## src/rtl/zle_par.sv

```systemverilog
// Parametrised zero run-length encoder with a registered single-entry output slot.
// Optional end-of-stream flush enabled by defining ZLE_PAR_EOS_EN (adds i_e/o_e).
module zle_par #(
    parameter int  DW     = 3,
    parameter int  MAXRUN = 8,
    localparam int CW     = $clog2(MAXRUN + 1)
) (
    input  logic          clk,
    input  logic          rst_n,
    input  logic [DW-1:0] i_d,
    input  logic          i_v,
`ifdef ZLE_PAR_EOS_EN
    input  logic          i_e,
    output logic          o_e,
`endif
    output logic          i_b,
    output logic [DW:0]   o_d,
    output logic          o_v,
    input  logic          o_b
);

    typedef enum logic [1:0] {IDLE, ZEROS, LIT} state_e;

    localparam logic [CW-1:0] ONE  = CW'(1);
    localparam logic [CW-1:0] MAXC = CW'(MAXRUN);

    state_e        state_q, state_d;
    logic [CW-1:0] cnt_q, cnt_d;
    logic [DW-1:0] lit_q, lit_d;
    logic          o_v_q, o_v_d;
    logic [DW:0]   o_d_q, o_d_d;

    logic          slot_free, acc, nz, eos, full;
    logic [CW-1:0] cnt_inc, cnt_m1;
    logic          ld;
    logic [DW:0]   ld_tok;

`ifdef ZLE_PAR_EOS_EN
    assign eos = i_e;
`else
    assign eos = 1'b0;
`endif

    assign slot_free = ~o_v_q | ~o_b;
    assign i_b       = (state_q == LIT) | (o_v_q & o_b);
    assign acc       = i_v & ~i_b;
    assign nz        = |i_d;
    assign cnt_inc   = cnt_q + ONE;
    assign cnt_m1    = cnt_q - ONE;
    assign full      = (cnt_inc == MAXC);

    always_ff @(posedge clk or negedge rst_n) begin
        if (!rst_n) begin
            state_q <= IDLE;
            cnt_q   <= '0;
            lit_q   <= '0;
            o_v_q   <= 1'b0;
            o_d_q   <= '0;
        end else begin
            state_q <= state_d;
            cnt_q   <= cnt_d;
            lit_q   <= lit_d;
            o_v_q   <= o_v_d;
            o_d_q   <= o_d_d;
        end
    end

    always_comb begin
        state_d = state_q;
        cnt_d   = cnt_q;
        lit_d   = lit_q;
        unique case (state_q)
            IDLE: begin
                if (acc && !nz && !eos && MAXRUN > 1) begin
                    cnt_d   = ONE;
                    state_d = ZEROS;
                end
            end
            ZEROS: begin
                if (acc) begin
                    if (nz) begin
                        lit_d   = i_d;
                        cnt_d   = '0;
                        state_d = LIT;
                    end else if (eos || full) begin
                        cnt_d   = '0;
                        state_d = IDLE;
                    end else begin
                        cnt_d = cnt_inc;
                    end
                end
            end
            LIT: begin
                if (slot_free) state_d = IDLE;
            end
            default: state_d = IDLE;
        endcase
    end

    always_comb begin
        ld     = 1'b0;
        ld_tok = '0;
        unique case (state_q)
            IDLE: begin
                if (acc) begin
                    if (nz) begin
                        ld     = 1'b1;
                        ld_tok = {1'b0, i_d};
                    end else if (eos || MAXRUN == 1) begin
                        ld     = 1'b1;
                        ld_tok = {1'b1, {DW{1'b0}}};
                    end
                end
            end
            ZEROS: begin
                if (acc) begin
                    if (nz) begin
                        ld     = 1'b1;
                        ld_tok = {1'b1, DW'(cnt_m1)};
                    end else if (eos) begin
                        // the terminating zero is part of the run
                        ld     = 1'b1;
                        ld_tok = {1'b1, DW'(cnt_q)};
                    end else if (full) begin
                        ld     = 1'b1;
                        ld_tok = {1'b1, DW'(MAXRUN - 1)};
                    end
                end
            end
            LIT: begin
                if (slot_free) begin
                    ld     = 1'b1;
                    ld_tok = {1'b0, lit_q};
                end
            end
            default: ;
        endcase
    end

    // slot holds while stalled; a load may replace a token consumed this cycle
    assign o_v_d = ld | (o_v_q & o_b);
    assign o_d_d = ld ? ld_tok : o_d_q;
    assign o_v   = o_v_q;
    assign o_d   = o_d_q;

`ifdef ZLE_PAR_EOS_EN
    logic lit_e_q, o_e_q, ld_e;

    assign ld_e = (state_q == LIT) ? lit_e_q
                : (acc & eos & ~((state_q == ZEROS) & nz));

    always_ff @(posedge clk or negedge rst_n) begin
        if (!rst_n) begin
            lit_e_q <= 1'b0;
            o_e_q   <= 1'b0;
        end else begin
            if (state_q == ZEROS && acc && nz) lit_e_q <= eos;
            if (ld) o_e_q <= ld_e;
        end
    end

    assign o_e = o_e_q;
`endif

endmodule

```

## config.mk

```make
export PLATFORM = sky130hd
export DESIGN_NAME = zle_par
export DESIGN_NICKNAME = d
export VERILOG_FILES = /design/src/rtl/zle_par.sv
export SDC_FILE = /design/constraint.sdc
export NUM_CORES = 1
export LEC_CHECK = 0
export ABC_AREA = 1
export BUFFER_PORTS_ARGS = -buffer_cell sky130_fd_sc_hd__buf_2
export CORE_MARGIN = 1.5
export CORE_UTILIZATION = 39
export CTS_CLUSTER_DIAMETER = 80
export DETAILED_ROUTE_END_ITERATION = 16
export GPL_ROUTABILITY_DRIVEN = 0
export SYNTH_ARGS = -nofsm -noshare
export SYNTH_HDL_FRONTEND = slang
export SYNTH_SLANG_ARGS = --single-unit
```

## constraint.sdc

```tcl
create_clock -name clk -period 1.8 [get_ports clk]
set_clock_uncertainty 0.05 [all_clocks]
set_input_delay 0.36 -clock clk [delete_from_list [all_inputs] [get_ports clk]]
set_output_delay 0.36 -clock clk [all_outputs]
set_load 0.02 [all_outputs]
```

==> flow_summary.yaml <==
status:
  run_status: "finished clean"
cells_and_area:
  nNetsFinal: 137
  fill_cells: 208
  n_antenna_cell: 0
  final_layout_size_suffix_gt1_share_pct: 25.40
  areaGrowthSynthToFinish_pct: 14.64
synth:
  syn_area_um2: 863.3
  ys_seq_area_share_pct: 40.58
  syn-num-nets: 119
  netlist-cell-type-count: 21
  synth_seq_cells: 14
  synthTopCellsByCount: "nand2_1, dfrtp_1, inv_1, nand3_1, nor2_1"
  yosysWarnings: 0
  synthTopCellsByArea: "dfrtp_1, nand2_1, nand3_1"
  synth_top_cell_area_share_pct: 40.58
  yosysMostFrequentCell: "nand2_1"
  syn_avg_cell_area_um2: 7.848
  async_reset_ff_share_pct: 100.0
  yosys_most_used_dff: "dfrtp_1"
  synth_edf_count: 0
  synthCells: 110
  synth_top_cell_by_area: "dfrtp_1"
detailed_routing:
  postRouteAntennaNets: 0
  wl_um: 1802
  drtPass1Iterations: 4
  drc: 0
  route.vias.total: 752
  drt_iter0_drc: 19
  viasPerCell: 4.915
  routedWlPerCell_um: 11.78
cts:
  cts_tree: "done"
  clk_pin_slew_ps: 80
  cts.sinks: 14
  clk_latency_ps: 270
  h-tree-depth: 1
  postCtsSetupBuffers: 0
  clock_path_buffers: 2
  root_buffer: "clkbuf_4"
  cts_made_buffers: 3
worst_setup_path:
  cp-startpoint: "state_q[0]$_DFFE_PN0P_"
  reg2reg_setup_slack_ps: 440
  path_cells: "inv_2 > nand2_4 > nand2_1 > buf_2"
  timing.rr.end: "o_d[3]$_DFFE_PN0P_"
  endpoint: "i_b"
  end_kind: "output port"
  path_class: "register to output port"
  cpMaxStageDelayCell: "dfrtp_1"
  rr_startpoint: "cnt_q[0]$_DFFE_PN0P_"
  worstPathRequired_ps: 1390
  ff2ff_path_depth: 8
  critPathLaunchType: "register"
  max_stage_delay_ps: 400
  cp_max_fo: 6
  cp_data_arrival_time_ps: 1130
timing:
  tns_ps: 0
  relSlewSlack_pct: 78.52
  fin_crit_sh_pct: 85.68
  slew_violations: 0
  timing.fmax_mhz: 648.4
  final_hold_viol_count: 0
  worst-slew-pin-transition_ps: 322.2
  setup-violations-final: 0
  rsz0062_at_grt: "false"
  holdWs_ps: 265.5
  fin_crit_ps: 1542
run:
  drv_cap: 0
floorplanning:
  core-area_mm2: 0.002022
  io_pins: 13
  die_x_um: 50.05
  die_y_um: 50.05
  rows: 16
  dieArea_mm2: 0.002505
  initial_core_util_pct: 42.70
placed_design:
  portBuffers: 12
  dpl.hpwl_um: 1437
min_path:
  hold_path.class: "primary input to register"
global_routing:
  grt_max_degree: 15
  gr-total-overflow: 0
  grt_first_pass_wirelength_um: 3153
  grt_pass1_vias: 711
  track_usage_pct: 16.79
  grt_antenna_before_repair: 0
power_and_ir_drop:
  ir_drop_uv: 756.6
  p_leak_nw: 0.5217
  powerDensity_mw_per_mm2: 1424
-- flip-flops by register name, summed over array words and instances (netlist names) --
name     count
cnt_q        4
o_d          4
lit_q        3
state_q      2
o_v          1
-- worst min-delay path by stage --
stage,start,end,slack (ps),cells past startpoint
6_report,i_d[0],lit_q[0]$_DFFE_PN0P_,270,3
5_1_grt,i_d[0],lit_q[0]$_DFFE_PN0P_,280,3
4_1_cts,i_d[0],lit_q[0]$_DFFE_PN0P_,250,3
3_5_place_dp,rst_n,lit_q[2]$_DFFE_PN0P_,230,1
3_3_place_gp,rst_n,cnt_q[3]$_DFFE_PN0P_,230,1
2_1_floorplan,rst_n,cnt_q[0]$_DFFE_PN0P_,10,0
-- metal layers --
| metal | vias up | share of wire [%] | wire length [µm] | track usage (%) |
|---|---|---|---|---|
| met3 | 2 | 4.1 | 73 | 3.939 |
| met4 | 0 | 0.55 | 10 | 4.167 |
| li1 | 393 | - | - | - |
| met1 | 340 | 50 | 894 | 22.92 |
| met2 | 17 | 46 | 823 | 26.54 |
| met5 | - | 0 | 0 | 0 |
-- cell usage in the layout, fill, tap and decap left out --
cell type,n
o21ai_0,8
nor3_2,1
a21oi_1,4
nand3_2,2
nand2_2,2
nand2_1,20
o21ai_1,1
dlygate4sd3_1,1
nand4_1,2
ha_1,2
o22ai_1,1
inv_1,14
buf_2,12
nand3_4,1
a21oi_4,1
and2_1,1
inv_2,6
dfrtp_1,14
nand4_4,1
nor2_1,11
nand2_4,3
nand3_1,12
clkbuf_4,3
nor3_1,3
-- repair_timing --
item | in CTS | in global routing
hold endpoints to repair | 14 | 0
gates resized for setup | 0 | 0
hold buffers | 1 | 0
-- worst max-delay path, delay by kind of cell, from the launching register on --
kind	cells	cell delay, ps
buf+inv	2	300
simple gates	2	160
flops	1	400
-- stage by stage --
| step | instance area (µm²) | cells | power, W | util (%) | setup slack, ps |
|---|---|---|---|---|---|
| 3_5_place_dp | 957.2 | 149 | 0.001246 | 47.34 | 443.0 |
| 5_1_grt | 989.7 | 153 | 0.001534 | 48.95 | 179.3 |
| 6_report | 989.7 | 153 | 0.001409 | 48.95 | 257.7 |
| 4_1_cts | 989.7 | 153 | 0.001429 | 48.95 | 237.0 |
| 2_1_floorplan | 863.3 | 110 | 0.001050 | - | 549.4 |
| 3_3_place_gp | 957.2 | 149 | 0.001239 | 47.34 | 428.6 |
-- power by group --
group | switching, W | total [W] | internal (W) | leakage, nW
Combinational | 0.000452 | 0.000687 | 0.000234 | 0.332
Sequential | 0.000100 | 0.000549 | 0.000448 | 0.176
Clock | 0.0000962 | 0.000174 | 0.0000774 | 0.0138
-- cell type report --
type                    count  area (µm²)  area share (%)
flip-flops and latches     14       350.3           35.40
clock buffers               3       22.52           2.276
well taps                  27       33.78           3.413
multi-input cells          76       437.9           44.25
inverters                  20       75.07           7.585
repair buffers             13       70.07           7.080
-- logic make-up after synthesis --
group	after synthesis	share of synthesized area (%)
AND/OR/NAND/NOR	59	37.68
adder cells (fa/ha/maj)	2	2.898
flip-flops	14	40.58
AO/OA/AOI/OAI	15	10.15
buffers and inverters	20	8.695
Note: power is estimated with default switching activity, not from simulation.
